$ cat config.mk
export PLATFORM = sky130hd
export DESIGN_NAME = data_mem_unit_vec_n
export DESIGN_NICKNAME = d
export VERILOG_FILES = /design/src/rtl/interfaces_def_pkg.sv /design/src/rtl/data_mem_unit_vec_n_rd_lat_pipe.sv /design/src/rtl/data_mem_unit_vec_n.sv
export SDC_FILE = /design/constraint.sdc
export NUM_CORES = 1
export LEC_CHECK = 0
export ABC_AREA = 1
export ABC_CLOCK_PERIOD_IN_PS = 2200
export BUFFER_PORTS_ARGS = -buffer_cell sky130_fd_sc_hd__buf_4
export CORE_MARGIN = 5
export CORE_UTILIZATION = 51
export DETAILED_ROUTE_END_ITERATION = 16
export GPL_ROUTABILITY_DRIVEN = 1
export PLACE_DENSITY = 0.81
export RECOVER_POWER = 50
export REMOVE_ABC_BUFFERS = 1
export SYNTH_ARGS = -nofsm -noshare
export SYNTH_HDL_FRONTEND = slang
export SYNTH_SLANG_ARGS = --single-unit
$ cat constraint.sdc
create_clock -name clk -period 2.2 [get_ports clk]
set_input_delay 0.33 -clock clk [delete_from_list [all_inputs] [get_ports clk]]
set_output_delay 0.33 -clock clk [all_outputs]
set_load 0.01 [all_outputs]
$ cat src/rtl/interfaces_def_pkg.sv
// Types shared by the vector load/store unit: FSM states, RAM request record, word width.
package interfaces_def_pkg;

   localparam int DMU_WORD_W = 32;
   localparam int DMU_ADDR_W = 32;

   typedef enum logic [1:0] {
      ST_IDLE,
      ST_ISSUE,
      ST_DRAIN,
      ST_DONE
   } dmu_vec_state_t;

   typedef struct packed {
      logic [DMU_ADDR_W-1:0] addr;
      logic [DMU_WORD_W-1:0] wdata;
      logic                  wr_en;
   } dmu_ram_req_t;

endpackage

$ cat src/rtl/data_mem_unit_vec_n_rd_lat_pipe.sv
// rd_lat_pipe: RD_LAT-deep shift register of {valid, lane index} tracking loads in flight.
module rd_lat_pipe #(
   parameter int RD_LAT = 2,
   parameter int LANE_W = 1
) (
   input  logic              clk,
   input  logic              reset_n,
   input  logic              push,
   input  logic [LANE_W-1:0] push_lane,
   output logic              capture,
   output logic [LANE_W-1:0] capture_lane,
   output logic              pending
);

   logic [RD_LAT-1:0] valid;
   logic [LANE_W-1:0] lane [RD_LAT];

   // NOTE: the lane tags are a handful of flops, not a RAM, so resetting them is cheap and keeps the pipe deterministic.
   always_ff @(posedge clk or negedge reset_n) begin
      if (!reset_n) begin
         valid <= '0;
         for (int j = 0; j < RD_LAT; j++) lane[j] <= '0;
      end else begin
         valid[0] <= push;
         lane[0]  <= push_lane;
         for (int j = 1; j < RD_LAT; j++) begin
            valid[j] <= valid[j-1];
            lane[j]  <= lane[j-1];
         end
      end
   end

   assign capture      = valid[RD_LAT-1];
   assign capture_lane = lane[RD_LAT-1];

   // Entries still in flight behind the one being captured this cycle.
   // NOTE: combinational logic uses blocking '=' with a default first, so no latch is inferred.
   always_comb begin
      pending = 1'b0;
      for (int j = 0; j < RD_LAT - 1; j++) pending = pending | valid[j];
   end

endmodule

$ cat src/rtl/data_mem_unit_vec_n.sv
// Vector load/store unit: serialises LANES words onto a 32-bit RAM port and reassembles loads.
// Optional strided addressing is enabled by defining DMU_STRIDE_EN.
module data_mem_unit_vec_n
   import interfaces_def_pkg::*;
#(
   parameter int LANES  = 2,
   parameter int WORD_W = DMU_WORD_W,
   parameter int ADDR_W = 32,
   parameter int RD_LAT = 2
) (
   input  logic                    clk,
   input  logic                    reset_n,
   input  logic                    mem_start,
   input  logic                    wr_en,
   input  logic [ADDR_W-1:0]       cpu_addr,
`ifdef DMU_STRIDE_EN
   input  logic [7:0]              stride,
`endif
   input  logic [LANES*WORD_W-1:0] vec_data_in,
   input  logic [WORD_W-1:0]       mem_data_read,
   output logic [ADDR_W-1:0]       ram_addr,
   output logic [WORD_W-1:0]       ram_wdata,
   output logic                    ram_wr_en,
   output logic [LANES*WORD_W-1:0] vec_data_out,
   output logic                    mem_ready,
   output logic                    busy
);

   localparam int LANE_W = $clog2(LANES);
   localparam int VEC_W  = LANES * WORD_W;

   dmu_vec_state_t    state;
   logic              store_op;
   logic [LANE_W-1:0] lane_idx;
   logic [VEC_W-1:0]  data_q;
   logic [ADDR_W-1:0] addr_step;
   logic              cap;
   logic [LANE_W-1:0] cap_lane;
   logic              pending;

`ifdef DMU_STRIDE_EN
   always_ff @(posedge clk or negedge reset_n) begin
      if (!reset_n)                          addr_step <= ADDR_W'(1);
      else if (state == ST_IDLE && mem_start) addr_step <= ADDR_W'(stride);
   end
`else
   assign addr_step = ADDR_W'(1);
`endif

   // The RAM port is registered: the access for lane i is loaded one edge ahead of the
   // cycle it is presented in, so lane 0 is set up on the start edge itself.
   // NOTE: sequential state uses non-blocking '<=' so every flop samples pre-edge values.
   always_ff @(posedge clk or negedge reset_n) begin
      if (!reset_n) begin
         state     <= ST_IDLE;
         store_op  <= 1'b0;
         lane_idx  <= '0;
         data_q    <= '0;
         ram_addr  <= '0;
         ram_wdata <= '0;
         ram_wr_en <= 1'b0;
         mem_ready <= 1'b0;
      end else begin
         mem_ready <= 1'b0;
         unique case (state)
            ST_IDLE: begin
               if (mem_start) begin
                  state     <= ST_ISSUE;
                  store_op  <= wr_en;
                  lane_idx  <= '0;
                  ram_addr  <= cpu_addr;
                  ram_wr_en <= wr_en;
                  if (wr_en) ram_wdata <= vec_data_in[VEC_W-1 -: WORD_W];
                  data_q    <= vec_data_in << WORD_W;
               end
            end
            ST_ISSUE: begin
               if (lane_idx == LANE_W'(LANES - 1)) begin
                  ram_wr_en <= 1'b0;
                  state     <= store_op ? ST_DONE : ST_DRAIN;
                  mem_ready <= store_op;
               end else begin
                  lane_idx <= lane_idx + LANE_W'(1);
                  ram_addr <= ram_addr + addr_step;
                  if (store_op) ram_wdata <= data_q[VEC_W-1 -: WORD_W];
                  data_q   <= data_q << WORD_W;
               end
            end
            ST_DRAIN: begin
               if (!pending) begin
                  state     <= ST_DONE;
                  mem_ready <= 1'b1;
               end
            end
            ST_DONE: state <= ST_IDLE;
            default: state <= ST_IDLE;
         endcase
      end
   end

   assign busy = (state != ST_IDLE);

   rd_lat_pipe #(
      .RD_LAT (RD_LAT),
      .LANE_W (LANE_W)
   ) u_rd_lat_pipe (
      .clk          (clk),
      .reset_n      (reset_n),
      .push         ((state == ST_ISSUE) && !store_op),
      .push_lane    (lane_idx),
      .capture      (cap),
      .capture_lane (cap_lane),
      .pending      (pending)
   );

   // Lane 0 (base address) lands in the most-significant word of the result.
   always_ff @(posedge clk or negedge reset_n) begin
      if (!reset_n) begin
         vec_data_out <= '0;
      end else if (cap) begin
         for (int l = 0; l < LANES; l++) begin
            if (cap_lane == LANE_W'(l)) vec_data_out[(LANES-1-l)*WORD_W +: WORD_W] <= mem_data_read;
         end
      end
   end

endmodule

==> flow_metrics.py <==
metrics = {
    "status": {
        "outcome": "complete, but fails checks",
        "violations": "capacitance limit, slew limit",
    },
    "global_routing": {
        "grt_pass1_vias": 7194,
        "grt_max_degree": 69,
        "gr-usage-met3_pct": 5.66,
        "antenna_found_initial": 0,
        "use_met1_pct": 32.8,
        "grt_overflow": 0,
        "grt_pass1_wl_um": 35300,
        "use_met2_pct": 38.7,
        "busiest_layer": "met2",
        "grt_use_total_pct": 24.1,
    },
    "cells_and_area": {
        "nFillCells": 1234,
        "synthToLayoutAreaGrowth_pct": 34.5,
        "diodes": 0,
        "final_util_pct": 69.8,
        "nets": 1401,
        "drive_above_1_share_pct": 23.2,
    },
    "synthesis": {
        "syn_inst": 1010,
        "synth_edf_count": 0,
        "yosys_warnings": 0,
        "synth.area.top_cells": "dfrtp_1 54%, nand2_1 17%, o21ai_0 5.8%",
        "yosys.cell_count.top_type": "nand2_1",
        "synth_cell_types": 27,
        "synth_top_cell_area_share_pct": 54.1,
        "synth_flop_cell": "dfrtp_1",
        "synth_seq_area_share_pct": 54.1,
        "ys_ff_latch": 170,
        "synth.avg_cell_area_um2": 7.78,
        "synth_async_sr_flop_share_pct": 100,
        "yosysTopAreaCell": "dfrtp_1",
        "synthTopCellsByCount": "352 x nand2_1, 170 x dfrtp_1, 121 x nor2_1",
        "syn_area_um2": 7860,
    },
    "detailed_routing": {
        "wl_per_cell_um": 15.1,
        "first_iter_violations": 509,
        "drt-pass1-iter-count": 5,
        "routed_via_density": 5.19,
        "post-route-drc-count": 0,
        "drtAntennaViolNets": 0,
        "routed_wl_um": 22100,
        "vias": 7601,
    },
    "sta": {
        "rsz0062_at_grt": "false",
        "drv_slew": 67,
        "hold_slack_ps": 138,
        "fmax_ghz": 0.529,
        "hold_violations": 0,
        "setup_violations": 0,
        "skew_ps": 7.82,
        "tightest_slew_ps": 1540,
        "maxSlewHeadroom_pct": -2.66,
        "fin_crit_sh_pct": 86.0,
        "fin_crit_ps": 1890,
        "worst_slack_ps": 308,
    },
    "place": {
        "hpwlAfterDp_um": 16300,
        "portBuffers": 262,
        "gp_congestion": 0.887,
        "dp_slack_ps": 308,
    },
    "clock_tree": {
        "h-tree-depth": 4,
        "postCtsSetupBuffers": 0,
        "clkSinkCount": 170,
        "holdBufCountCts": 1,
        "cts_made_buffers": 17,
        "cts_tree": "built",
        "clkSlewWorstSetupHoldPaths_ps": 70,
        "clock_tree.root_cell": "clkbuf_16",
        "cts-resized-gates": 0,
        "clockBufferDepth": 2,
        "clk_latency_ps": 420,
    },
    "floorplan": {
        "die_x_um": 134,
        "core_area_um2": 15100,
        "die_area_um2": 18000,
        "num_rows": 45,
        "start_util_pct": 51.9,
        "die_y_um": 134,
        "num_io_pins": 263,
    },
    "power_and_ir_drop": {
        "power_leakage_nw": 5.41,
        "powerDensity_nw_per_um2": 1550,
        "ir_worst_vdd_mv": 0.909,
        "power.total_w": 0.0164,
    },
    "worst_setup_path": {
        "r2r_start": "state[0]",
        "start_kind": "flip-flop",
        "required_ps": 2550,
        "endpoint_kind": "flip-flop",
        "arrival_ps": 2240,
        "critPathKind": "flip-flop to flip-flop",
        "startpoint": "state[0]",
        "critical_path.max_fanout": 28,
    },
    "hold_path": {
        "holdCritStartpoint": "vec_data_in[14]",
        "hp-class": "input port to flip-flop",
    },
    "run": {
        "maxCapViolations": 1,
    },
}
==> layout by cell type, fill, tap and decap left out, drive strengths merged <==
cell type / Yosys / final
nor3: 4 / 4
dfrtp: 170 / 170
a21oi: 15 / 15
clkinv: 1 / 3
a22oi: 2 / 2
bufinv: 0 / 1
nand4: 3 / 3
a2bb2oi: 1 / 1
or2: 4 / 4
a31oi: 33 / 33
nand3: 67 / 67
nor2: 121 / 121
clkinvlp: 0 / 2
nand3b: 3 / 3
o21a: 1 / 1
ha: 5 / 5
buf: 16 / 251
nand2: 352 / 352
inv: 78 / 86
o21bai: 1 / 1
o21ai: 92 / 92
dlygate4sd3: 0 / 1
o22ai: 6 / 6
clkbuf: 34 / 52
a21o: 1 / 1
==> final cells by class <==
cell class              count  area [µm²]  area share, %
clock buffers              19         443           4.19
clock inverters            13         153           1.44
inverters                  79         297           2.80
multi-input cells         711        3120           29.5
flip-flops and latches    170        4250           40.2
well taps                 188         235           2.22
repair buffers            285        2070           19.6
==> through the flow <==
stage          TNS [ps]  area, µm²  cells
2_1_floorplan   -319330       7650    960
3_3_place_gp          0      10100   1432
3_5_place_dp          0      10100   1432
4_1_cts               0      10700   1465
5_1_grt               0      10600   1465
6_report              0      10600   1465
==> routing by layer <==
layer	share of wire (%)	up-vias
met3	8.2	31
met4	1.7	0
met2	47	306
met5	0	-
li1	-	3738
met1	43	3526
==> power breakdown <==
group / leakage [nW] / switching (W) / total [W] / internal (W)
Clock: 0.287 / 0.00134 / 0.00299 / 0.00165
Sequential: 2.06 / 0.00118 / 0.00591 / 0.00473
Combinational: 3.06 / 0.00442 / 0.00749 / 0.00307
==> sequential cells by signal, indices dropped and copies added (netlist names) <==
name and flops:
u_rd_lat_pipe.lane 1, lane_idx 1, ram_wdata 32, ram_wr_en 1
state 2, data_q 32, vec_data_out 64, u_rd_lat_pipe.capture_lane 1
store_op 1, u_rd_lat_pipe.valid 2, mem_ready 1, ram_addr 32
==> critical path: stages, from the launching register on <==
cell and delay [ps]:
dfrtp_1 410, inv_1 150, ha_1 230, nand2_1 100, o21ai_2 80, nand2_2 130
nor3_4 190, buf_4 310, nor2_1 80, a31oi_1 130
==> path summary, 6_finish.rpt <==
check                                             endpoint  slack [ps]  cells after the start
worst min register to register  u_rd_lat_pipe.capture_lane         350                      0
min in group asynchronous                 vec_data_out[61]         840                      2
worst min-delay path                            data_q[46]         140                      3
worst max register to register               ram_wdata[21]         310                      9
worst max-delay path                         ram_wdata[21]         310                      9
max in group asynchronous                    ram_wdata[17]         350                      3
==> kinds of logic (layout without fill, tap and decap cells) <==
group                      count (synthesis)  count (layout)  synth area share [%]
and+or+nand+nor                          554             554                  28.1
DFF                                      170             170                  54.1
AOI/OAI and AO/OA                        152             152                  10.6
buffers and inverters                    129             396                  6.46
adders and majority gates                  5               5                 0.796
(Power assumes the default switching activity.)
